`src/rtl/mips_mc_control_if.sv`:
```
// mips_mc_control_if: control bus between the multicycle sequencer and its datapath
// master (sequencer) takes in opcode/funct/zero and drives the mux selects, write enables, alu_sel, illegal_op and halted
interface mips_mc_control_if;
  logic [5:0] opcode;
  logic [5:0] funct;
  logic zero;
  logic pc_en;
  logic iord;
  logic mem_write;
  logic ir_write;
  logic reg_dst;
  logic mem_to_reg;
  logic reg_write;
  logic alu_src_a;
  logic [1:0] alu_src_b;
  logic [1:0] pc_src;
  logic [2:0] alu_sel;
  logic illegal_op;
  logic halted;
  modport master (
    input opcode, funct, zero,
    output pc_en, iord, mem_write, ir_write, reg_dst, mem_to_reg, reg_write,
    output alu_src_a, alu_src_b, pc_src, alu_sel, illegal_op, halted
  );
  modport slave (
    output opcode, funct, zero,
    input pc_en, iord, mem_write, ir_write, reg_dst, mem_to_reg, reg_write,
    input alu_src_a, alu_src_b, pc_src, alu_sel, illegal_op, halted
  );
endinterface

```
`src/rtl/mips_mc_control.sv`:
```
// mips_mc_control: Moore sequencer of the multicycle MIPS core
// clk, rst_n (sync, active-low); bus: mips_mc_control_if.master carrying IR fields, zero flag and all datapath controls
module mips_mc_control #(
  parameter int STATE_W = 4,
  parameter bit ILLEGAL_TRAP = 1'b0
) (
  input logic clk,
  input logic rst_n,
  mips_mc_control_if.master bus
);
  typedef enum logic [STATE_W-1:0] {
    FETCH, DECODE, MEMADR, MEMRD, MEMWB, MEMWR, EXEC,
    ALUWB, BRANCH, ADDIEX, ADDIWB, JUMP, HALT
  } state_t;
  localparam logic [5:0] OP_R = 6'h00, OP_LW = 6'h23, OP_SW = 6'h2b, OP_BEQ = 6'h04, OP_ADDI = 6'h08, OP_J = 6'h02;
  state_t state, nxt;
  logic pc_write, branch, ir_w, mem_w, reg_w, r_legal, legal;
  logic [2:0] r_sel;
  assign r_sel = bus.funct == 6'h20 ? 3'b010 :
                 bus.funct == 6'h22 ? 3'b110 :
                 bus.funct == 6'h24 ? 3'b000 :
                 bus.funct == 6'h25 ? 3'b001 :
                 bus.funct == 6'h2a ? 3'b111 : 3'b010;
  assign r_legal = bus.funct inside {6'h20, 6'h22, 6'h24, 6'h25, 6'h2a};
  assign legal = (bus.opcode == OP_R && r_legal) || bus.opcode inside {OP_LW, OP_SW, OP_BEQ, OP_ADDI, OP_J};
  // enables are gated by rst_n so an aborted instruction never writes on the reset cycle
  assign bus.pc_en = rst_n & (pc_write | (branch & bus.zero));
  assign bus.ir_write = rst_n & ir_w;
  assign bus.mem_write = rst_n & mem_w;
  assign bus.reg_write = rst_n & reg_w;
  always_ff @(posedge clk) state <= !rst_n ? FETCH : nxt;
  always_comb begin
    nxt = FETCH;
    pc_write = 1'b0;
    branch = 1'b0;
    ir_w = 1'b0;
    mem_w = 1'b0;
    reg_w = 1'b0;
    bus.iord = 1'b0;
    bus.reg_dst = 1'b0;
    bus.mem_to_reg = 1'b0;
    bus.alu_src_a = 1'b0;
    bus.alu_src_b = 2'b00;
    bus.pc_src = 2'b00;
    bus.alu_sel = 3'b010;
    bus.illegal_op = 1'b0;
    bus.halted = 1'b0;
    case (state)
      FETCH: begin
        ir_w = 1'b1;
        pc_write = 1'b1;
        bus.alu_src_b = 2'b01;
        nxt = DECODE;
      end
      DECODE: begin
        bus.alu_src_b = 2'b11;
        bus.illegal_op = !legal;
        nxt = !legal ? (ILLEGAL_TRAP ? HALT : FETCH) :
              bus.opcode == OP_R ? EXEC :
              bus.opcode == OP_BEQ ? BRANCH :
              bus.opcode == OP_ADDI ? ADDIEX :
              bus.opcode == OP_J ? JUMP : MEMADR;
      end
      MEMADR: begin
        bus.alu_src_a = 1'b1;
        bus.alu_src_b = 2'b10;
        nxt = bus.opcode == OP_LW ? MEMRD : MEMWR;
      end
      MEMRD: begin
        bus.iord = 1'b1;
        nxt = MEMWB;
      end
      MEMWB: begin
        reg_w = 1'b1;
        bus.mem_to_reg = 1'b1;
      end
      MEMWR: begin
        bus.iord = 1'b1;
        mem_w = 1'b1;
      end
      EXEC: begin
        bus.alu_src_a = 1'b1;
        bus.alu_sel = r_sel;
        nxt = ALUWB;
      end
      ALUWB: begin
        reg_w = 1'b1;
        bus.reg_dst = 1'b1;
      end
      BRANCH: begin
        bus.alu_src_a = 1'b1;
        bus.alu_sel = 3'b110;
        branch = 1'b1;
        bus.pc_src = 2'b01;
      end
      ADDIEX: begin
        bus.alu_src_a = 1'b1;
        bus.alu_src_b = 2'b10;
        nxt = ADDIWB;
      end
      ADDIWB: reg_w = 1'b1;
      JUMP: begin
        pc_write = 1'b1;
        bus.pc_src = 2'b10;
      end
      HALT: begin
        bus.halted = 1'b1;
        nxt = HALT;
      end
      default: nxt = FETCH;
    endcase
  end
endmodule

```
`src/flat_wrapper.sv`:
```
// flat-port wrapper written by rule: the top's interface ports become plain ports
module mips_mc_control_flat 
#(
  parameter int STATE_W = 4,
  parameter bit ILLEGAL_TRAP = 1'b0
)
  (clk, rst_n, bus_opcode, bus_funct, bus_zero, bus_pc_en, bus_iord, bus_mem_write, bus_ir_write, bus_reg_dst, bus_mem_to_reg, bus_reg_write, bus_alu_src_a, bus_alu_src_b, bus_pc_src, bus_alu_sel, bus_illegal_op, bus_halted);
  mips_mc_control_if bus_i ();
  input logic clk;
  input logic rst_n;
  input wire logic [$bits(bus_i.opcode)-1:0] bus_opcode;
  input wire logic [$bits(bus_i.funct)-1:0] bus_funct;
  input wire logic [$bits(bus_i.zero)-1:0] bus_zero;
  output wire logic [$bits(bus_i.pc_en)-1:0] bus_pc_en;
  output wire logic [$bits(bus_i.iord)-1:0] bus_iord;
  output wire logic [$bits(bus_i.mem_write)-1:0] bus_mem_write;
  output wire logic [$bits(bus_i.ir_write)-1:0] bus_ir_write;
  output wire logic [$bits(bus_i.reg_dst)-1:0] bus_reg_dst;
  output wire logic [$bits(bus_i.mem_to_reg)-1:0] bus_mem_to_reg;
  output wire logic [$bits(bus_i.reg_write)-1:0] bus_reg_write;
  output wire logic [$bits(bus_i.alu_src_a)-1:0] bus_alu_src_a;
  output wire logic [$bits(bus_i.alu_src_b)-1:0] bus_alu_src_b;
  output wire logic [$bits(bus_i.pc_src)-1:0] bus_pc_src;
  output wire logic [$bits(bus_i.alu_sel)-1:0] bus_alu_sel;
  output wire logic [$bits(bus_i.illegal_op)-1:0] bus_illegal_op;
  output wire logic [$bits(bus_i.halted)-1:0] bus_halted;
  assign bus_i.opcode = bus_opcode;
  assign bus_i.funct = bus_funct;
  assign bus_i.zero = bus_zero;
  assign bus_pc_en = bus_i.pc_en;
  assign bus_iord = bus_i.iord;
  assign bus_mem_write = bus_i.mem_write;
  assign bus_ir_write = bus_i.ir_write;
  assign bus_reg_dst = bus_i.reg_dst;
  assign bus_mem_to_reg = bus_i.mem_to_reg;
  assign bus_reg_write = bus_i.reg_write;
  assign bus_alu_src_a = bus_i.alu_src_a;
  assign bus_alu_src_b = bus_i.alu_src_b;
  assign bus_pc_src = bus_i.pc_src;
  assign bus_alu_sel = bus_i.alu_sel;
  assign bus_illegal_op = bus_i.illegal_op;
  assign bus_halted = bus_i.halted;
  mips_mc_control #(.STATE_W(STATE_W), .ILLEGAL_TRAP(ILLEGAL_TRAP)) u_core (.clk(clk), .rst_n(rst_n), .bus(bus_i));
endmodule
```
`config.mk`:
```
export PLATFORM = sky130hd
export DESIGN_NAME = mips_mc_control_flat
export DESIGN_NICKNAME = d
export VERILOG_FILES = /design/src/rtl/mips_mc_control_if.sv /design/src/rtl/mips_mc_control.sv /design/src/flat_wrapper.sv
export SDC_FILE = /design/constraint.sdc
export NUM_CORES = 1
export LEC_CHECK = 0
export CORE_MARGIN = 2
export CORE_UTILIZATION = 40
export CTS_BUF_LIST = sky130_fd_sc_hd__clkbuf_16
export CTS_CLUSTER_SIZE = 8
export DETAILED_ROUTE_END_ITERATION = 8
export PLACE_DENSITY = 0.91
export SETUP_SLACK_MARGIN = 0.15
export SLEW_MARGIN = 10
export SYNTH_ARGS = -nofsm -noshare
export SYNTH_HDL_FRONTEND = slang
export SYNTH_SLANG_ARGS = --single-unit
```
`constraint.sdc`:
```
create_clock -name clk -period 4.62 [get_ports clk]
set_input_delay 0.924 -clock clk [delete_from_list [all_inputs] [get_ports clk]]
set_output_delay 0.924 -clock clk [all_outputs]
set_load 0.05 [all_outputs]
```
Yosys cells after proc, flatten, opt, wreduce, memory -nomap -nowiden
Index checks and enable logic that the tools add are counted.
{"block": "totals", "out_inout_bits": 17, "in_bits": 15, "word_cells": 67, "register_bits": 4}
{"block": "classes", "reduce_logical": 12, "bitwise": 6, "muxes": 26, "n_eq_ne": 22}
{"cell": "6-bit equality test, second input constant", "n": 7}
{"cell": "4-bit case mux with 7 select lines", "n": 1}
{"cell": "4-bit equality test, second input constant", "n": 5}
{"cell": "4-bit two-way mux", "n": 5}
{"cell": "3-bit two-way mux", "n": 6}
{"cell": "4-bit by 3-bit equality test with 1-bit output, second input constant", "n": 4}
{"cell": "1-bit two-way mux", "n": 11}
{"cell": "5-bit nonzero test", "n": 2}
{"cell": "4-bit by 2-bit equality test with 1-bit output, second input constant", "n": 2}
{"cell": "6-bit by 2-bit equality test with 1-bit output, second input constant", "n": 1}
{"cell": "6-bit by 3-bit equality test with 1-bit output, second input constant", "n": 1}
{"cell": "6-bit by 4-bit equality test with 1-bit output, second input constant", "n": 1}
{"cell": "6-bit logical NOT", "n": 1}
{"cell": "2-bit case mux with 3 select lines", "n": 1}
{"cell": "3-bit case mux with 2 select lines", "n": 1}
{"cell": "2-bit OR reduction", "n": 3}
{"cell": "1-bit bitwise AND", "n": 5}
{"cell": "4-bit by 1-bit equality test with 1-bit output, second input constant", "n": 1}
{"cell": "4-bit logical NOT", "n": 1}
{"cell": "2-bit case mux with 2 select lines", "n": 1}
{"cell": "4-bit OR reduction", "n": 1}
{"cell": "3-bit OR reduction", "n": 1}
{"cell": "1-bit logical AND", "n": 1}
{"cell": "1-bit logical NOT", "n": 1}
{"cell": "2 further kinds", "n": 2}

Longest topological paths before layout
{"block": "depth", "ltp_word": 7, "depth_mapped": 5, "depth_no_buf": 4}

Worst setup path before layout
Ideal clock, no wire load.
{"block": "synth_timing", "kind": "flip-flop to output port", "from": "register u_core.state[0]", "to": "output port bus_pc_en", "t_arrival_ps": 2655, "required_time_ps": 3696, "path_buffers": 1, "path_slack_ps": 1041, "path_stages_with_launch": 5, "path_cell_list": "dfxtp_1 clkbuf_1 nor3_1 a21oi_1 o21bai_1"}
{"block": "synth_between", "elab_chain_cells": 5, "word_cells_on_any_way": 9, "cone_classes": "eq/ne (2); mux (2); bitwise (3); reduce/logical (2)"}
{"element": "from (decl)", "line_no": "mips_mc_control.sv:16", "rtl": "state_t state, nxt;"}
{"element": "from (signal assigned)", "line_no": "mips_mc_control.sv:31", "rtl": "always_ff @(posedge clk) state <= !rst_n ? FETCH : nxt;"}
{"element": "4-bit equality test / 4-bit logical NOT (equally long branches)", "line_no": "mips_mc_control.sv:48", "rtl": "case (state)"}
{"element": "2-bit OR reduction (no line) / 1-bit two-way mux (equally long branches)"}
{"element": "1-bit two-way mux / 1-bit bitwise AND (equally long branches)", "line_no": "mips_mc_control.sv:48, mips_mc_control.sv:27"}
{"element": "1-bit bitwise OR (*)", "line_no": "mips_mc_control.sv:27", "rtl": "assign bus.pc_en = rst_n & (pc_write | (branch & bus.zero));"}
{"element": "1-bit bitwise AND (*)", "line_no": "mips_mc_control.sv:27"}
{"element": "to (decl)", "line_no": "flat_wrapper.sv:14", "rtl": "output wire logic [$bits(bus_i.pc_en)-1:0] bus_pc_en;"}
Every way passes the cells marked *; elsewhere a longest branch is shown, timed or not.

Worst setup path in the final report
{"block": "layout_timing", "from": "input port bus_funct[5]", "to": "output port bus_alu_sel[1]"}
{"block": "layout_between", "elab_chain_cells": 6, "word_cells_on_any_way": 9, "cone_classes": "eq/ne (4); mux (5)"}
{"element": "from (decl)", "line_no": "flat_wrapper.sv:12", "rtl": "input wire logic [$bits(bus_i.funct)-1:0] bus_funct;"}
{"element": "6-bit equality test", "line_no": "mips_mc_control.sv:22", "rtl": "bus.funct == 6'h25 ? 3'b001 :"}
{"element": "3-bit two-way mux", "line_no": "mips_mc_control.sv:22"}
{"element": "3-bit two-way mux", "line_no": "mips_mc_control.sv:21", "rtl": "bus.funct == 6'h24 ? 3'b000 :"}
{"element": "3-bit two-way mux", "line_no": "mips_mc_control.sv:20", "rtl": "bus.funct == 6'h22 ? 3'b110 :"}
{"element": "3-bit two-way mux (*)", "line_no": "mips_mc_control.sv:19", "rtl": "assign r_sel = bus.funct == 6'h20 ? 3'b010 :"}
{"element": "3-bit case mux with 2 select lines (*)", "line_no": "mips_mc_control.sv:48"}
{"element": "to (decl)", "line_no": "flat_wrapper.sv:24", "rtl": "output wire logic [$bits(bus_i.alu_sel)-1:0] bus_alu_sel;"}
Marks and branches as above.

==> impl_metrics.tcl <==
set metrics [dict create \
    status "completed" \
    hold_path_depth 2 \
    dpl.hpwl_um 1282 \
    syn-instance-count 91 \
    vias_per_cell 5.813 \
    start_util 0.4201 \
    hold_violations 0 \
    drive_above_1_share 0.05932 \
    htree_levels 1 \
    syn-cell-area_sq_um 618.1 \
    clockBufferDepth 2 \
    antenna_found_initial 0 \
    synth_top_area_frac 0.1296 \
    vias 779 \
    worst_slew_pin_slew_ns 0.5081 \
    dp_slack_ns 0.6174 \
    relSlewSlack 0.6602 \
    cts_resized 0 \
    cts_root_buffer "clkbuf_16" \
    avgSynthCellArea_sq_um 6.792 \
    yosys_warnings 0 \
    grt_setup_unrepaired "no" \
    end_kind "primary output" \
    clock_skew_ns 0.003630 \
    synth-seq-cells 4 \
    clk_pin_slew_ns 0.03 \
    gp_congestion 0.7600 \
    grt-ovfl-total 0 \
    top_register "u_core.state" \
    required_ns 3.70 \
    regArea_sq_um 80.08 \
    ys_types 36 \
    multi_input_area_sq_um 505.5 \
    clkSinkCount 4 \
    cts_setup_buffers 0 \
    layout_common_cells "31 x clkdlybuf4s50_1, 11 x nor2_1, 7 x nand2b_1" \
    drt-initial-drc-count 12 \
    wl_um 1643 \
    powerDensity_mw_per_mm2 238.2 \
    ys.flop_type "dfxtp_1" \
    wl_per_cell_um 12.26 \
    p_leak_nw 0.3294 \
    n_antenna_cell 0 \
    cts_buffers 3 \
    reg2regPathDepth 3 \
    grt_max_degree 17 \
    synth_edf_count 0 \
    ys_seq_area_frac 0.1296 \
    rows 14 \
    hold_class "reg2reg" \
    hold_buffers 0 \
    fin_ws_ns 0.6124 \
    syn_to_final_growth_pct 60.93 \
    synth_top_area_cell "dfxtp_1" \
    drc 0 \
    die_area_sq_mm 0.001876 \
    layout.nets 135 \
    ir_drop_mv 0.3787 \
    first_global_vias 656 \
    first_pass_iters 4 \
    core-area_sq_mm 0.001471 \
    setup_viol 0 \
    fin_crit_sh 0.8675 \
    slew_viol_final 0 \
    fill_cells 123 \
    period_needed_ns 4.008 \
    async_flop_share 0 \
    ant_nets 0 \
    crit_type "in2out" \
    fmax_mhz 249.5 \
    maxCapViolations 0 \
    grt_pass1_wl_um 2808 \
    arrival_ns 3.08 \
    tns_ns 0 \
    reg_top3 "u_core.state (4)" \
    yosys-top-cells-area "dfxtp_1 13%, nand2b_1 7.1%, nor2_1 6.7%" \
    die_w_um 43.31 \
    grt_usage 0.1929 \
    synthesis.nets 106 \
    largest_register_ffs 4 \
    die_h_um 43.31 \
    layout_commonest_cell "clkdlybuf4s50_1" \
    startpoint_type "primary input" \
    worst_skew_pair.late_latency_ns 0.23 \
    cts_tree "yes" \
    worstPathMaxFanout 3 \
    port-buffer-count 31 \
    ios 32 \
]
cells in the mapped netlist (all sizes together) (3+ instances only):
cell type,n
nand2,4
or4,3
nand3,3
xnor2,3
dfxtp,4
o21ai,4
clkbuf,5
nor2,11
nor2b,3
xor2,3
nand2b,7
a21oi,4
nor3,5
a31oi,4
worst max-delay path, cell delays in order:
cell             delay, ns
clkdlybuf4s50_1       0.45
nor2b_1               0.20
nand3_1               0.15
or4b_2                0.65
clkdlybuf4s50_1       0.72
per-layer routing:
| layer | vias up | wire length [um] | track usage | part of all wire |
|---|---|---|---|---|
| met5 | - | 0 | 0 | 0 |
| met3 | 0 | 99 | 0.06809 | 0.060 |
| met4 | 0 | 0 | 0.03636 | 0 |
| met1 | 358 | 748 | 0.2506 | 0.46 |
| li1 | 395 | - | - | - |
| met2 | 26 | 796 | 0.3104 | 0.48 |
final timing paths:
check / start / slack, ns / end
setup / recovery: bus_funct[5] / 0.61 / bus_alu_sel[1]
hold / removal: u_core.state[1]$_SDFF_PN0_ / 0.75 / u_core.state[2]$_SDFF_PN0_
setup reg to reg: u_core.state[0]$_SDFF_PN0_ / 2.76 / u_core.state[2]$_SDFF_PN0_
hold reg to reg: u_core.state[1]$_SDFF_PN0_ / 0.75 / u_core.state[2]$_SDFF_PN0_
cell families (layout without fill, tap and decap cells):
kind of cell,Yosys count,after routing,synth area share
and+or+nand+nor,50,50,0.4676
DFF,4,4,0.1296
AOI/OAI and AO/OA,21,21,0.2328
muxes,2,2,0.03239
buffers and inverters,8,35,0.05263
xor gates and xnor gates,6,6,0.08504
where the power goes:
group	switching, mW	leakage [nW]	internal, mW
sequential	0.00390	0.0326	0.0359
clock	0.0244	0.0370	0.111
combinational	0.0340	0.260	0.0282
total	0.0623	0.329	0.175
area by class of cell:
class	count	share of cell area
Tap cell	16	0.02013
Sequential cell	4	0.08050
Multi-Input combinational cell	79	0.5082
Timing Repair Buffer	31	0.3120
Clock buffer	3	0.07547
Inverter	1	0.003774
stage by stage:
step	power, mW	hold WS (ns)	utilization	instances	cell area [sq um]
after floorplan	0.07691	0.5794	-	91	618.1
after global placement	0.1010	0.7117	0.6250	131	919.6
after detailed placement	0.1021	0.7356	0.6250	131	919.6
after CTS	0.2383	0.7439	0.6760	134	994.7
after global routing	0.2470	0.8179	0.6760	134	994.7
final	0.2369	0.7527	0.6760	134	994.7
No activity file was read; power rests on OpenSTA's default activity.
==> edit 1, RTL diff (same settings) <==
`STATE_W` is set to 4 in 2 places; all go to 6.
--- a/src/rtl/mips_mc_control.sv
+++ b/src/rtl/mips_mc_control.sv
@@ -1,7 +1,7 @@
 // mips_mc_control: Moore sequencer of the multicycle MIPS core
 // clk, rst_n (sync, active-low); bus: mips_mc_control_if.master carrying IR fields, zero flag and all datapath controls
 module mips_mc_control #(
-  parameter int STATE_W = 4,
+  parameter int STATE_W = 6,
   parameter bit ILLEGAL_TRAP = 1'b0
 ) (
   input logic clk,
--- a/src/flat_wrapper.sv
+++ b/src/flat_wrapper.sv
@@ -1,7 +1,7 @@
 // flat-port wrapper written by rule: the top's interface ports become plain ports
 module mips_mc_control_flat 
 #(
-  parameter int STATE_W = 4,
+  parameter int STATE_W = 6,
   parameter bit ILLEGAL_TRAP = 1'b0
 )
   (clk, rst_n, bus_opcode, bus_funct, bus_zero, bus_pc_en, bus_iord, bus_mem_write, bus_ir_write, bus_reg_dst, bus_mem_to_reg, bus_reg_write, bus_alu_src_a, bus_alu_src_b, bus_pc_src, bus_alu_sel, bus_illegal_op, bus_halted);
Formal check against the unedited RTL: no difference found for any inputs over 10 cycles, from zero or initial values and one cycle with rst_n low; that may be too few to reach the edited logic, so the function may still have changed.
==> edit 1 against the unedited design <==
Fmax is 4.6% lower. Critical endpoint is now bus_illegal_op. Area after synthesis is 5.7% lower. Setup slack worse by 0.19 ns. Sequential power hardly changed. Critical path depth is 1 higher. Power is 2.5% lower. Combinational power is 4.8% lower. Wire length is 9.7% higher. Cell area is 2.3% lower. Sequential cell count stayed put.
==> edit 1: results (changes against the unedited design) <==
- CTS clk-pin slew, worst paths: 0.03 ns (about the same)
- Placed Instance Area: 897 sq um (-2.4%)
- Via-to-Cell Ratio: 5.60 (-3.6%)
- Leakage: 0.322 nW (-2.4%)
- H-Tree Depth: 1 (unchanged)
- Cell variety after synth: 35 (-2.8%)
- Critical Path Source: bus_opcode[2]
- CP Max Fanout: 5 (+2)
- Fillers: 103 (-16%)
- HP Class: reg2reg
- Warnings, synthesis: 0 (unchanged)
- Post-synth net total: 99 (-6.6%)
- First-pass GRT wire length: 3050 microns (+8.6%)
- Vias in the first global route: 657 (+0.15%)
- Port bufs: 31 (unchanged)
- Synth area leaders: dfxtp_1 14%, nor3_1 6.9%, xnor2_1 6.0%, nand2b_1 5.4%, nor2b_1 5.4%
- Vias: 723 (-7.2%)
- Max IR drop VDD: 0.276 mV (-27%)
- Sequential share of the synthesized area: 0.137 (+0.00778)
- Commonest cells post-synth: 8 x nor2_1, 8 x nor3_1, 5 x nand2b_1, 5 x nor2b_1
- Dpl hpwl: 1410 microns (+10%)
- Rel. slew slack: 0.647 (-0.0137)
- Skew final: 0.00202 ns (-0.00161 ns)
- DRT Wirelength: 1800 microns (+9.7%)
- Clk power: between 0.1 and 0.15 mW
- Share of power burned in registers: 0.172 (+0.004)
- Largest net degree at the start of global routing: 18 (+1)
- Post-cts resize count: 0 (unchanged)
- Regs by FF count: u_core.state: 4 flops
- GRT Util Overall: 0.221 (+0.0278)
- CP max stage cell: clkdlybuf4s50_1
- Diodes inserted: 0 (unchanged)
- Initial antenna violation count: 0 (unchanged)
- FF-to-FF Start: u_core.state[0]
- Power share of the clock group: 0.572 (+0.002)
- Top delay family on crit path: buffers and inverters
- Routability cong.: 0.839 (+10%)
- Total CTS buffers: 3 (unchanged)
- Worst hold start: u_core.state[3]
- Ys async rst share: 0 (unchanged)
- Status: complete, no violations
- Initial drt markers: 25 (+13)
- CP arrival: 3.28 ns (+0.20 ns)
- Root buffer cell: clkbuf_16
- Share of layout cells above drive strength 1: 0.0702 (+0.0109)
- Skew-Pair Late Insertion Delay: between 0.2 and 0.25 ns
- P_int: 0.174 mW (-0.28%)
- Initial DRT Pass Iterations: 4 (unchanged)
- Biggest cell delay along the critical path: 0.69 ns (-0.03 ns)
- Post-Syn Instances: 84 (-7.7%)
- Max Buffers Root-to-Sink: 2 (unchanged)
- Post-CTS Setup Repair Bufs: 0 (unchanged)
-- edit 1: changes by cell type in the layout (fill, tap and decap cells not counted), sizes merged, moves of 3 or more --
| cell | change |
|---|---|
| o21a | +4 |
| inv | +3 |
| nor3 | +3 |
| nand3 | -3 |
| a31oi | -4 |
| nor2 | -3 |
-- edit 1: cell type report --
| cell class | count | area share |
|---|---|---|
| Multi-Input combinational cell | 72 | 0.486 |
| Timing Repair Buffer | 31 | 0.319 |
| Sequential cell | 4 | 0.0824 |
| Clock buffer | 3 | 0.0772 |
| Tap cell | 15 | 0.0193 |
| Inverter | 4 | 0.0154 |
-- edit 1: kinds of logic (layout without fill, tap and decap cells) --
family / Yosys count / after routing / synth area share
DFF: 4 / 4 / 0.137
buffers and inverters: 8 / 38 / 0.0515
AOI/OAI and AO/OA: 23 / 23 / 0.273
and+or+nand+nor: 44 / 44 / 0.464
xor gates and xnor gates: 5 / 5 / 0.0751
-- edit 1: per-stage QoR --
step | setup WS, ns | utilization
global placement | 0.467 | 0.673
CTS | 0.423 | 0.729
global route | 0.355 | 0.729
detailed placement | 0.421 | 0.673
floorplan | 0.859 | -
finish | 0.418 | 0.729
-- edit 1: worst paths after layout --
kind                      to  slack, ns  cells past startpoint
max           bus_illegal_op       0.42                      6
min          u_core.state[0]       0.81                      3
max reg2reg  u_core.state[1]       2.88                      4
min reg2reg  u_core.state[0]       0.81                      3
-- edit 1: metal layers --
metal  vias to the layer above  GRT usage  part of all wire
met4                         0     0.0563                 0
met5                         -          0                 0
met3                         0     0.0603             0.054
met1                       328      0.282              0.47
met2                        25      0.363              0.48
li1                        370          -                 -
-- edit 1: worst reg2reg max path: stages (launching register included) --
cell,delay [ns]
dfxtp_1,0.60
or4b_1,0.51
a311o_1,0.32
a2bb2oi_1,0.14
o21ai_1,0.10
==> edit 2, RTL diff (same settings) <==
Made on the original files. `ILLEGAL_TRAP` is set to 1'b0 in 2 places; all go to 1'b1.
--- a/src/rtl/mips_mc_control.sv
+++ b/src/rtl/mips_mc_control.sv
@@ -2,7 +2,7 @@
 // clk, rst_n (sync, active-low); bus: mips_mc_control_if.master carrying IR fields, zero flag and all datapath controls
 module mips_mc_control #(
   parameter int STATE_W = 4,
-  parameter bit ILLEGAL_TRAP = 1'b0
+  parameter bit ILLEGAL_TRAP = 1'b1
 ) (
   input logic clk,
   input logic rst_n,
--- a/src/flat_wrapper.sv
+++ b/src/flat_wrapper.sv
@@ -2,7 +2,7 @@
 module mips_mc_control_flat 
 #(
   parameter int STATE_W = 4,
-  parameter bit ILLEGAL_TRAP = 1'b0
+  parameter bit ILLEGAL_TRAP = 1'b1
 )
   (clk, rst_n, bus_opcode, bus_funct, bus_zero, bus_pc_en, bus_iord, bus_mem_write, bus_ir_write, bus_reg_dst, bus_mem_to_reg, bus_reg_write, bus_alu_src_a, bus_alu_src_b, bus_pc_src, bus_alu_sel, bus_illegal_op, bus_halted);
   mips_mc_control_if bus_i ();
Function: changed (a bounded check fails within 4 cycles, from zero or initial values and one cycle with rst_n low).
==> edit 2 against the unedited design <==
Wire length increased by 3.3%. Count of clock-buffer cells in the layout did not move. Cell area down 1.9%. Register-to-register slack improved by 0.29 ns. Cell count rose by 0.75%. Sequential cell count stayed put. Hold slack better by 0.019 ns. Fmax shrank 4.3%. Area after synthesis fell by 2.8%. Non-clock buffer count did not move. Setup slack got worse by 0.18 ns. Clock skew fell by 0.00099 ns. Critical path type unchanged. Critical endpoint is now bus_illegal_op.
Power is not compared: it rests on default switching activity, and its combinational part moved more than twofold at a synthesized area within 25%.
==> edit 2: results (changes against the unedited design) <==
- Status: complete, no violations
- Commonest cells post-synth: 11 x nor2_1, 9 x nand2_1, 7 x nor3_1
- FF-to-FF Start: u_core.state[1]
- GRT Util Overall: 0.196 (+0.00341)
- Worst hold start: u_core.state[3]
- Skew-Pair Late Insertion Delay: ~0.22 ns
- Data buffer area share: 0.318 (+0.00600)
- Routed WL per cell: 12.6 microns (+2.5%)
- Ys async rst share: 0 (unchanged)
- Hold path cells: 1 (-1)
- CTS clk-pin slew, worst paths: 0.03 ns (about the same)
- Top Layer Used: met3
- Rel. slew slack: 0.636 (-0.0244)
- R2r endpoint: u_core.state[1]
- Clock buf count: 3 (unchanged)
- Initial DRT Pass Iterations: 4 (unchanged)
- Share of layout cells above drive strength 1: 0.0500 (-0.00932)
- Initial drt markers: 22 (+10)
- Vias in the first global route: 690 (+5.2%)
- Clock Network Area Fraction: 0.0769 (+0.00145)
- CP Max Fanout: 7 (+4)
- Sequential cell area share: 0.0821 (+0.00155)
- Biggest cell delay along the critical path: 0.86 ns (+0.14 ns)
- Routability cong.: 0.945 (+24%)
- Placed insts: 132 (+0.76%)
- Chip width: 42.8 microns (-1.3%)
- Leakage: about 0.35 nW
- R2R depth: 4 (+1)
- Fillers: 112 (-8.9%)
- Sequential share of the synthesized area: 0.133 (+0.00378)
- Dpl hpwl: 1300 microns (+1.2%)
- Post-cts resize count: 0 (unchanged)
- Post-Syn Instances: 92 (+1.1%)
- Max Buffers Root-to-Sink: 2 (unchanged)
- Hold endpoint: u_core.state[0]
- HP Class: reg2reg
- Vias: 788 (+1.2%)
- Skew final: 0.00264 ns (-0.000986 ns)
- M1 WL: 722 microns (-3.5%)
- Critical Path Source: bus_opcode[2]
- Post-place setup slack: 0.465 ns (-0.153 ns)
- Met2 WL post-DR: 838 microns (+5.3%)
- Placed Instance Area: 901 sq um (-2.0%)
- WL met3: 136 microns (+37%)
- Regs by FF count: u_core.state: 4 flops
- Worst R2R Setup Slack: 3.05 ns (+0.29 ns)
- Post-synth net total: 107 (+0.94%)
- First-pass GRT wire length: 2880 microns (+2.5%)
- Synth area leaders: dfxtp_1 13%, nor2_1 6.9%, nor3_1 5.8%, xor2_1 5.8%, nand2_1 5.6%
- P&R area growth vs syn: 62.5%
- Cell variety after synth: 37 (+2.8%)
- Multi-input combinational area share: 0.492 (-0.0159)
- Final #Nets: 137 (+1.5%)
- Inverter count: 3 (+2)
- Hold Slack: 0.771 ns (+0.0187 ns)
- PnR worst setup slack: 0.434 ns (-0.179 ns)
- CP Capture Point: bus_illegal_op
- Via-to-Cell Ratio: 5.84 (+0.41%)
- CP arrival: 3.26 ns (+0.18 ns)
## edit 2: where the power goes
part	internal, mW	total (mW)	switching, mW
logic	0.0702	0.183	0.112
clock network	0.110	0.133	0.0229
registers	0.0402	0.0620	0.0218
total	0.221	0.378	0.157
## edit 2: critical path, delay by kind of cell
kind                      cells  cell delay, ns
xor gates and xnor gates      1            0.22
buffers and inverters         2            1.37
AOI/OAI and AO/OA             2            0.35
and+or+nand+nor               2            0.40
## edit 2: kinds of logic (layout without fill, tap and decap cells)
group                  count (synthesis)  in the layout  synth area share
AND/OR/NAND/NOR                       48             48             0.419
AO/OA/AOI/OAI                         24             24             0.275
buffers and inverters                  9             37            0.0667
XOR/XNOR                               5              5            0.0729
flip-flops                             4              4             0.133
multiplexers                           2              2            0.0333
## edit 2: metal layers
layer  vias up  track usage
met5         -            0
met4         0       0.0375
met3         0       0.0298
met2        42        0.339
met1       354        0.255
li1        392            -
